<file path="src/rtl/hs_branch_align_pkg.sv">
// Shared definitions for the Newton datapath handshake stages.
// It holds the default operand width, the default branch buffer depth,
// and the operand word type used between stages.
package newton_hs_pkg;

    localparam int NEWTON_W     = 2;
    localparam int NEWTON_DEPTH = 8;

    typedef logic [NEWTON_W-1:0] operand_t;

endpackage : newton_hs_pkg

</file>
<file path="src/rtl/hs_branch_align_if.sv">
// Handshake bundle for the branch/main operand join.
// - master: the side that offers operands and accepts the paired result.
// - slave: the join block itself.
interface hs_branch_align_if
    import newton_hs_pkg::*;
#(
    parameter int W     = NEWTON_W,
    parameter int DEPTH = NEWTON_DEPTH
);

    localparam int AW = $clog2(DEPTH);

    // Forked branch operand stream (buffered side)
    logic [W-1:0] a_data;
    logic         a_vd;
    logic         a_rd;

    // Main operand stream (unbuffered side)
    logic [W-1:0] b_data;
    logic         b_vd;
    logic         b_rd;

    // Paired output towards the two-operand consumer
    logic [W-1:0] out_a;
    logic [W-1:0] out_b;
    logic         out_vd;
    logic         out_rd;

    // Status
    logic [AW:0]  level;
    logic         fork_stall_err;

    modport master (
        output a_data, a_vd, b_data, b_vd, out_rd,
        input  a_rd, b_rd, out_a, out_b, out_vd, level, fork_stall_err
    );

    modport slave (
        input  a_data, a_vd, b_data, b_vd, out_rd,
        output a_rd, b_rd, out_a, out_b, out_vd, level, fork_stall_err
    );

endinterface : hs_branch_align_if

</file>
<file path="src/rtl/hs_branch_align_fifo_fwft.sv">
// First-word-fall-through FIFO that holds the forked branch operand.
// Full and empty come from the occupancy count, not from comparing pointers,
// so the pointers are free to wrap naturally at DEPTH (a power of two).
// The head word is read combinationally from the memory. A pushed word
// therefore becomes visible on the edge after its push, with no bypass.
module hs_fifo_fwft #(
    parameter int W     = 2,
    parameter int DEPTH = 8
) (
    input  logic                     clk,
    input  logic                     rst,
    input  logic                     push_i,
    input  logic [W-1:0]             pushData_i,
    input  logic                     pop_i,
    output logic [W-1:0]             headData_o,
    output logic                     empty_o,
    output logic                     full_o,
    output logic [$clog2(DEPTH):0]   level_o
);

    localparam int AW = $clog2(DEPTH);
    localparam logic [AW-1:0] PTR_ONE  = AW'(1);
    localparam logic [AW:0]   LVL_ONE  = (AW+1)'(1);
    localparam logic [AW:0]   LVL_FULL = (AW+1)'(DEPTH);

    logic [W-1:0]  mem_q [DEPTH];
    logic [AW-1:0] wrPtr_q, wrPtr_d;
    logic [AW-1:0] rdPtr_q, rdPtr_d;
    logic [AW:0]   level_q, level_d;
    logic          doPush;
    logic          doPop;

    // Requests are qualified internally so a push into a full buffer or a
    // pop from an empty one can never corrupt the pointers or the count.
    assign full_o     = (level_q == LVL_FULL);
    assign empty_o    = (level_q == '0);
    assign doPush     = push_i && !full_o;
    assign doPop      = pop_i && !empty_o;
    assign headData_o = mem_q[rdPtr_q];
    assign level_o    = level_q;

    // Next pointer and occupancy values. A simultaneous push and pop leaves the count unchanged.
    always_comb begin
        wrPtr_d = wrPtr_q;
        rdPtr_d = rdPtr_q;
        level_d = level_q;
        if (doPush) begin
            wrPtr_d = wrPtr_q + PTR_ONE;
        end
        if (doPop) begin
            rdPtr_d = rdPtr_q + PTR_ONE;
        end
        case ({doPush, doPop})
            2'b10:   level_d = level_q + LVL_ONE;
            2'b01:   level_d = level_q - LVL_ONE;
            default: level_d = level_q;
        endcase
    end

    // Pointer and occupancy registers. Reset discards every buffered word.
    always_ff @(posedge clk or posedge rst) begin
        if (rst) begin
            wrPtr_q <= '0;
            rdPtr_q <= '0;
            level_q <= '0;
        end else begin
            wrPtr_q <= wrPtr_d;
            rdPtr_q <= rdPtr_d;
            level_q <= level_d;
        end
    end

    // Storage array. It has no reset because stale contents are never presented while empty.
    always_ff @(posedge clk) begin
        if (doPush) begin
            mem_q[wrPtr_q] <= pushData_i;
        end
    end

endmodule : hs_fifo_fwft

</file>
<file path="src/rtl/hs_branch_align.sv">
// Join of the buffered branch operand (the stage-two difference) with the
// unbuffered main operand (the stage-two quotient) for subtractor four.
// A pair is offered only when the branch FIFO holds a word and the main
// stream is valid. Firing the pair pops the FIFO and consumes the main
// word in the same cycle. out_vd depends only on registered occupancy and
// on b_vd, so it has no combinational path from a_vd.
module hs_branch_align
    import newton_hs_pkg::*;
#(
    parameter int W     = NEWTON_W,
    parameter int DEPTH = NEWTON_DEPTH
) (
    input  logic              clk,
    input  logic              rst,
    hs_branch_align_if.slave  bus
);

    localparam int AW = $clog2(DEPTH);

    logic [W-1:0] headData;
    logic [AW:0]  fifoLevel;
    logic         fifoEmpty;
    logic         fifoFull;
    logic         aFire;
    logic         outFire;
    logic         stallErr_q;
    logic         stallErr_d;

    // The branch side is accepted whenever the buffer has room. Its ready
    // comes from registered occupancy only, so a full buffer never lets a
    // word pass through on the strength of a same-cycle pop.
    assign aFire   = bus.a_vd && !fifoFull;
    assign outFire = bus.out_vd && bus.out_rd;

    hs_fifo_fwft #(
        .W     (W),
        .DEPTH (DEPTH)
    ) u_fifo (
        .clk        (clk),
        .rst        (rst),
        .push_i     (aFire),
        .pushData_i (bus.a_data),
        .pop_i      (outFire),
        .headData_o (headData),
        .empty_o    (fifoEmpty),
        .full_o     (fifoFull),
        .level_o    (fifoLevel)
    );

    // Main data is held upstream until a branch word is waiting, so the
    // main producer never sees ready while there is nothing to pair with.
    assign bus.a_rd   = !fifoFull;
    assign bus.out_vd = !fifoEmpty && bus.b_vd;
    assign bus.b_rd   = bus.out_rd && !fifoEmpty;
    assign bus.out_a  = headData;
    assign bus.out_b  = bus.b_data;
    assign bus.level  = fifoLevel;

    // The flag latches any cycle where the fork offered a branch word that
    // could not be taken. That means the buffer depth is too small.
    assign stallErr_d           = stallErr_q || (bus.a_vd && fifoFull);
    assign bus.fork_stall_err   = stallErr_q;

    // Sticky stall flag. Only reset clears it.
    always_ff @(posedge clk or posedge rst) begin
        if (rst) begin
            stallErr_q <= 1'b0;
        end else begin
            stallErr_q <= stallErr_d;
        end
    end

endmodule : hs_branch_align

</file>
<file path="src/flat_wrapper.sv">
// flat-port wrapper written by rule: the top's interface ports become plain ports
module hs_branch_align_flat import newton_hs_pkg::*;
#(
    parameter int W     = NEWTON_W,
    parameter int DEPTH = NEWTON_DEPTH
)
  (clk, rst, bus_a_data, bus_a_vd, bus_b_data, bus_b_vd, bus_out_rd, bus_a_rd, bus_b_rd, bus_out_a, bus_out_b, bus_out_vd, bus_level, bus_fork_stall_err);
  hs_branch_align_if #(.W(W), .DEPTH(DEPTH)) bus_i ();
  input  logic clk;
  input  logic rst;
  input wire logic [$bits(bus_i.a_data)-1:0] bus_a_data;
  input wire logic [$bits(bus_i.a_vd)-1:0] bus_a_vd;
  input wire logic [$bits(bus_i.b_data)-1:0] bus_b_data;
  input wire logic [$bits(bus_i.b_vd)-1:0] bus_b_vd;
  input wire logic [$bits(bus_i.out_rd)-1:0] bus_out_rd;
  output wire logic [$bits(bus_i.a_rd)-1:0] bus_a_rd;
  output wire logic [$bits(bus_i.b_rd)-1:0] bus_b_rd;
  output wire logic [$bits(bus_i.out_a)-1:0] bus_out_a;
  output wire logic [$bits(bus_i.out_b)-1:0] bus_out_b;
  output wire logic [$bits(bus_i.out_vd)-1:0] bus_out_vd;
  output wire logic [$bits(bus_i.level)-1:0] bus_level;
  output wire logic [$bits(bus_i.fork_stall_err)-1:0] bus_fork_stall_err;
  assign bus_i.a_data = bus_a_data;
  assign bus_i.a_vd = bus_a_vd;
  assign bus_i.b_data = bus_b_data;
  assign bus_i.b_vd = bus_b_vd;
  assign bus_i.out_rd = bus_out_rd;
  assign bus_a_rd = bus_i.a_rd;
  assign bus_b_rd = bus_i.b_rd;
  assign bus_out_a = bus_i.out_a;
  assign bus_out_b = bus_i.out_b;
  assign bus_out_vd = bus_i.out_vd;
  assign bus_level = bus_i.level;
  assign bus_fork_stall_err = bus_i.fork_stall_err;
  hs_branch_align #(.W(W), .DEPTH(DEPTH)) u_core (.clk(clk), .rst(rst), .bus(bus_i));
endmodule
</file>
<file path="config.mk">
export PLATFORM = sky130hd
export DESIGN_NAME = hs_branch_align_flat
export DESIGN_NICKNAME = d
export VERILOG_FILES = /design/src/rtl/hs_branch_align_pkg.sv /design/src/rtl/hs_branch_align_if.sv /design/src/rtl/hs_branch_align_fifo_fwft.sv /design/src/rtl/hs_branch_align.sv /design/src/flat_wrapper.sv
export SDC_FILE = /design/constraint.sdc
export NUM_CORES = 1
export LEC_CHECK = 0
export ABC_AREA = 1
export BUFFER_PORTS_ARGS = -buffer_cell sky130_fd_sc_hd__buf_2
export CAP_MARGIN = 20
export CORE_UTILIZATION = 45
export CTS_CLUSTER_DIAMETER = 30
export DETAILED_ROUTE_END_ITERATION = 10
export GPL_TIMING_DRIVEN = 0
export PLACE_DENSITY = 0.66
export RECOVER_POWER = 25
export SYNTH_ARGS = -nofsm -noshare
export SYNTH_HDL_FRONTEND = slang
export SYNTH_SLANG_ARGS = --single-unit
</file>
<file path="constraint.sdc">
create_clock -name clk -period 3.9 [get_ports clk]
set_input_delay 0 -clock clk [delete_from_list [all_inputs] [get_ports clk]]
set_output_delay 0 -clock clk [all_outputs]
set_load 0.05 [all_outputs]
</file>
==> reports/results.ini, run 1 <==
[run]
max_cap_violations=0

[synthesis]
synth_top_area_frac=0.353
yosys_warnings=0
yosysTopAreaCell=edfxtp_1
synth_seq_area_share=0.555
synth_most_common_cell=nand2_1
synth_cell_types=22
synth_edf_count=16
synthFlopType=edfxtp_1
syn_nets=155
synthArstFlopShare=0.407
avgSynthCellArea_sq_um=9.65
ys_ff_latch=27
netlist_instances=141
netlist_area_sq_mm=0.00136
synthTopCellsByArea=edfxtp_1 35%, dfrtp_1 20%, nand2_1 8.0%
synthTopCellsByCount=29 x nand2_1, 19 x nor2_1, 16 x edfxtp_1

[setup_path]
crit_path_max_fanout=5
cp_slowest_stage_delay_ns=0.47
required_ns=4.12
crit_type=reg2reg
worstSetupStartpointType=register
cp.buffers_inverters=1
endpoint_kind=register
critPathSlowestCell=dfrtp_1
crit_family=simple AND/OR/NAND/NOR gates
arrival_ns=2.28
worstPathCellList=nor2_2 > nand3_2 > nand3_4 > inv_1 > ha_1 > nor2_1 > nor2_2 > ha_1 > a21oi_1 > xor2_1 > o21ai_0

[placed_design]
port_buffers=18
place_inst=190
hpwlAfterDp_mm=1.75
place_congestion=0.766

[cts]
htree_levels=1
cts_tree=yes
cts_buffers=3
clkLatencyLatePin_ns=0.32
cts.sinks=27
clk_path_buf_depth=2
root_buffer=clkbuf_4
cts_resized=0
path_clk_slew_ns=0.15

[floorplanning]
rows=19
die_x_um=57
dieArea_sq_mm=0.00325
die_h_um=57
initial_core_util=0.485
core_area_sq_mm=0.00281
pin_count=21

[timing]
fmax_mhz=486
fin_worst_skew_ns=0.0170
fin_setup_tns_ns=0
post-route-period-util=0.528
slew_headroom=0.609
tightest_slew_ns=0.589
layout_min_cycle_time_ns=2.06
hold_viol=0
rsz0062_at_grt=false
setup-violations-final=0
final-max-slew-violation-count=0

[detailed_routing]
vias=947
drc=4
drt-initial-drc-count=32
routed_wl_mm=2.25
drtPass1Iterations=7
avgRoutedWirePerCell_um=11.2
antenna_left=0
routed_via_density=4.74

[finish]
final_cells=200
area_growth_pct=15.6
drive_gt1_frac=0.231
num-nets-final=184
fill_cells=250
antenna_cells=0

[status]
status=complete, but fails checks
failed_checks=DRC

[global_routing]
grt_pass1_vias=947
grt_max_degree=16
grt_pass1_wl_mm=4.00
grt_use_met3=0.0204
grt_overflow_total=0
met1_usage=0.205
grt_antenna_before_repair=0
grt_use_met2=0.279
top_usage_layer=met2
grtUsageTotal=0.161

[pwr]
peakVddDrop_mv=0.470
power.total_uw=1210
p_leak_uw=0.000716
power_density_mw_per_mm2=770

[hold_path]
holdCritPathClass=in2reg

-- where the power goes --
part	internal (uW)	leakage, uW	switching, uW
clock	38.4	0.0000177	79.2
sequential	386	0.000275	66.9
combinational	192	0.000423	450
-- cell type report --
class	instances	area, sq um	share of cell area
clock buffer	3	22.5	0.0143
sequential	27	756	0.480
clock inverter	1	5.00	0.00318
tap	31	38.8	0.0246
multi-input combinational	92	513	0.326
buffer	4	25.0	0.0159
inverter	18	67.6	0.0429
timing repair buffer	24	146	0.0930
-- through the flow --
stage | util | setup WS (ns) | area (sq um) | hold WS, ns
2_1_floorplan | - | 1.66 | 1360 | -0.148
3_3_place_gp | 0.531 | 1.90 | 1490 | 0.0177
3_5_place_dp | 0.531 | 1.84 | 1490 | 0.0289
4_1_cts | 0.562 | 1.84 | 1580 | 0.00440
5_1_grt | 0.561 | 1.62 | 1570 | 0.00693
6_report | 0.561 | 1.84 | 1570 | 0.00467
-- layer usage --
layer  part of all wire  wire [um]  up-vias
met5                  0          0        -
met2               0.49       1110       10
met4             0.0076         17        0
li1                   -          -      502
met1               0.47       1060      433
met3              0.024         54        2
-- kinds of logic after synthesis --
logic type / after synthesis / synth area share
XOR/XNOR: 6 / 0.0386
AO/OA/AOI/OAI: 17 / 0.0643
AND/OR/NAND/NOR: 64 / 0.228
adder cells (fa/ha/maj): 5 / 0.0460
buffers and inverters: 22 / 0.0680
flip-flops: 27 / 0.555
-- path summary, 6_finish.rpt --
check                                       endpoint  cells past startpoint  slack [ns]                 startpoint
hold reg to reg            u_core.bus.fork_stall_err                      1        0.49  u_core.bus.fork_stall_err
hold / removal              u_core.u_fifo.rdPtr_q[1]                      4       0.005                 bus_out_rd
setup reg to reg            u_core.u_fifo.level_o[2]                     11        1.84   u_core.u_fifo.level_o[0]
max in group asynchronous   u_core.u_fifo.wrPtr_q[2]                      3        3.37                        rst
setup / recovery            u_core.u_fifo.level_o[2]                     11        1.84   u_core.u_fifo.level_o[0]
min in group asynchronous   u_core.u_fifo.rdPtr_q[1]                      3        0.19                        rst
-- flip-flops by register name, summed over array words and instances, names as in the netlist --
register / flops
u_core.u_fifo.mem_q: 16
u_core.bus.fork_stall_err: 1
u_core.u_fifo.level_o: 4
u_core.u_fifo.rdPtr_q: 3
u_core.u_fifo.wrPtr_q: 3
-- placed cells by master, fill, tap and decap left out --
| cell | count |
|---|---|
| nand2_1 | 29 |
| nor2_1 | 19 |
| buf_2 | 17 |
| edfxtp_1 | 16 |
| inv_1 | 15 |
| o21ai_0 | 14 |
| dfrtp_1 | 11 |
| nor2_2 | 7 |
| dlygate4sd3_1 | 6 |
| ha_1 | 5 |
| xor2_1 | 4 |
| inv_2 | 3 |
| nand3_1 | 3 |
| clkbuf_4 | 3 |
| clkbuf_1 | 3 |
| xnor2_1 | 2 |
| nand3_4 | 2 |
| buf_4 | 2 |
| a21oi_1 | 1 |
| nand3_2 | 1 |
| nand2_4 | 1 |
| nand2_2 | 1 |
| o21ai_1 | 1 |
| or2_4 | 1 |
| o21bai_1 | 1 |
| clkinv_2 | 1 |
-- repair_timing --
action	CTS	global route
endpoints found under the setup margin	0	0
setup buffers	0	0
hold endpoints to repair	29	0
hold buffers	6	0
-- worst min-delay path, cell delays in order --
cell     delay [ns]
buf_2          0.11
nand3_4        0.09
nand2_1        0.06
nand2_1        0.04
No activity file was read; power rests on OpenSTA's default activity.
==> run 2: changes to the inputs <==
--- a/config.mk
+++ b/config.mk
@@ -12,7 +12,7 @@
 export CTS_CLUSTER_DIAMETER = 30
 export DETAILED_ROUTE_END_ITERATION = 10
 export GPL_TIMING_DRIVEN = 0
-export PLACE_DENSITY = 0.66
+export PLACE_DENSITY = 0.68
 export RECOVER_POWER = 25
 export SYNTH_ARGS = -nofsm -noshare
 export SYNTH_HDL_FRONTEND = slang
==> constraint.sdc (replaced) <==
create_clock -name clk -period 1.75 [get_ports clk]
set_input_delay 0 -clock clk [delete_from_list [all_inputs] [get_ports clk]]
set_output_delay 0 -clock clk [all_outputs]
set_load 0.05 [all_outputs]
==> reports/results.ini, run 2 (synthesized netlist as in run 1, its figures left out) <==
[timing]
rsz0062_at_grt=true
hold_viol=0
layout_min_cycle_time_ns=1.77
post-route-period-util=1.01
slew_headroom=0.610
setup_ws_ns=-0.0170
tightest_slew_ns=0.587
fin_setup_tns_ns=-0.0170
fin_worst_skew_ns=0.00267
final-max-slew-violation-count=0
fmax_mhz=566
setup-violations-final=1

[setup_path]
crit_type=reg2reg
required_ns=1.97
crit_path_max_fanout=3
reg2reg_depth=11
arrival_ns=1.98
endpoint_kind=register
crit_path_start=u_core.u_fifo.level_o[1]
rr_startpoint=u_core.u_fifo.level_o[1]
rrSetupSlack_ns=-0.02
worstSetupStartpointType=register
r2r_end=u_core.u_fifo.level_o[2]
crit_end=u_core.u_fifo.level_o[2]

[floorplanning]
initial_core_util=0.485
die_h_um=57
dieArea_sq_mm=0.00325
pin_count=21
rows=19
core_area_sq_mm=0.00281
die_x_um=57

[detailed_routing]
vias=1000
drt-initial-drc-count=22
routed_via_density=4.81
antenna_left=0
routed_wl_mm=2.44
avgRoutedWirePerCell_um=11.7
drtPass1Iterations=7
drc=6

[finish]
largest_register=u_core.u_fifo.mem_q
final-seq-area_sq_um=761
drive_gt1_frac=0.356
final_cells=208
num-nets-final=192
fill_cells=241
largest_reg_flops=16
antenna_cells=0
most-common-layout-cells=26 x nand2_1, 18 x nor2_1, 16 x edfxtp_1
multi_input_area_sq_um=577
final_design_area_no_fill_sq_mm=0.00171
area_growth_pct=25.6
final_common_cell=nand2_1
fin_util=0.610

[cts]
path_clk_slew_ns=0.14
clkLatencyLatePin_ns=0.31
root_buffer=clkbuf_4
cts_buffers=3
cts_tree=yes
cts.sinks=27
htree_levels=1
clk_path_buf_depth=2

[pwr]
power_density_mw_per_mm2=1740
sw_frac_of_total=0.487
clock_power_share=0.089
share_comb_of_total_power=0.571
p_int_uw=1530
p_sw_uw=1450
peakVddDrop_mv=1.02
power_frac_seq=0.339
power.total_uw=2980
p_leak_uw=0.000751

[global_routing]
grt_pass1_vias=1016
grt_overflow_total=0
grt_antenna_before_repair=0
grt_max_degree=17
grtUsageTotal=0.171
grt_pass1_wl_mm=4.30

[hold_path]
holdCritPathClass=in2reg

[status]
status=complete, but fails checks
failed_checks=DRC, setup timing

[placed_design]
port_buffers=18
placed_area_sq_mm=0.00153
hpwlAfterDp_mm=1.71
place_congestion=0.834
place_inst=190

[run]
max_cap_violations=0

## run 2: stage by stage
stage | hold WS, ns | setup WS [ns]
floorplan | -0.148 | -0.233
global placement | 0.0163 | -0.108
detailed placement | 0.0396 | -0.141
CTS | 0.0726 | -0.0280
global route | 0.0692 | -0.138
finish | 0.0805 | -0.0170
## run 2: routing by layer
metal,wire [um],track usage,vias up
met3,99,0.0340,4
met1,1150,0.238,456
met5,0,0,-
met4,22,0.0488,0
li1,-,-,517
met2,1160,0.276,23
## run 2: worst max-delay path: stages, from the launching register on
cell,delay [ns]
dfrtp_2,0.46
nor2_4,0.17
nand3_4,0.10
nand3_4,0.09
inv_4,0.04
ha_4,0.17
nor2_4,0.11
nor2_4,0.05
ha_4,0.15
a21oi_2,0.10
xor2_1,0.15
o21ai_1,0.08
## run 2: power by group through the flow
stage	Sequential [uW]	Combinational, uW	Clock, uW
detailed placement	1050	1470	0
global route	1030	1880	303
finish	1010	1700	266
CTS	1010	1610	279
floorplan	1210	999	0
global placement	1040	1440	0
## run 2: layout make-up
class,instances,area share
Timing Repair Buffer,32,0.119
Buffer,4,0.0161
Sequential cell,27,0.445
Inverter,18,0.0424
Clock inverter,1,0.00439
Multi-Input combinational cell,92,0.337
Tap cell,31,0.0227
Clock buffer,3,0.0132
## run 2: how the worst min path moves through the flow
stage / from / endpoint / slack [ns] / cells past startpoint
after floorplan: rst / u_core.bus.fork_stall_err / -0.15 / 1
after global placement: rst / u_core.bus.fork_stall_err / 0.02 / 2
after detailed placement: rst / u_core.bus.fork_stall_err / 0.04 / 2
after CTS: bus_b_vd / u_core.u_fifo.rdPtr_q[0] / 0.07 / 4
after global routing: bus_b_vd / u_core.u_fifo.rdPtr_q[0] / 0.07 / 4
final: bus_b_vd / u_core.u_fifo.rdPtr_q[0] / 0.08 / 4
## run 2: timing repair
item / CTS / global route
hold endpoints to repair: 28 / 0
hold buffers: 4 / 0
pin swaps: 10 / 5
endpoints found under the setup margin: 3 / 5
gates resized for setup: 9 / 6
buffers inserted: 5 / 5
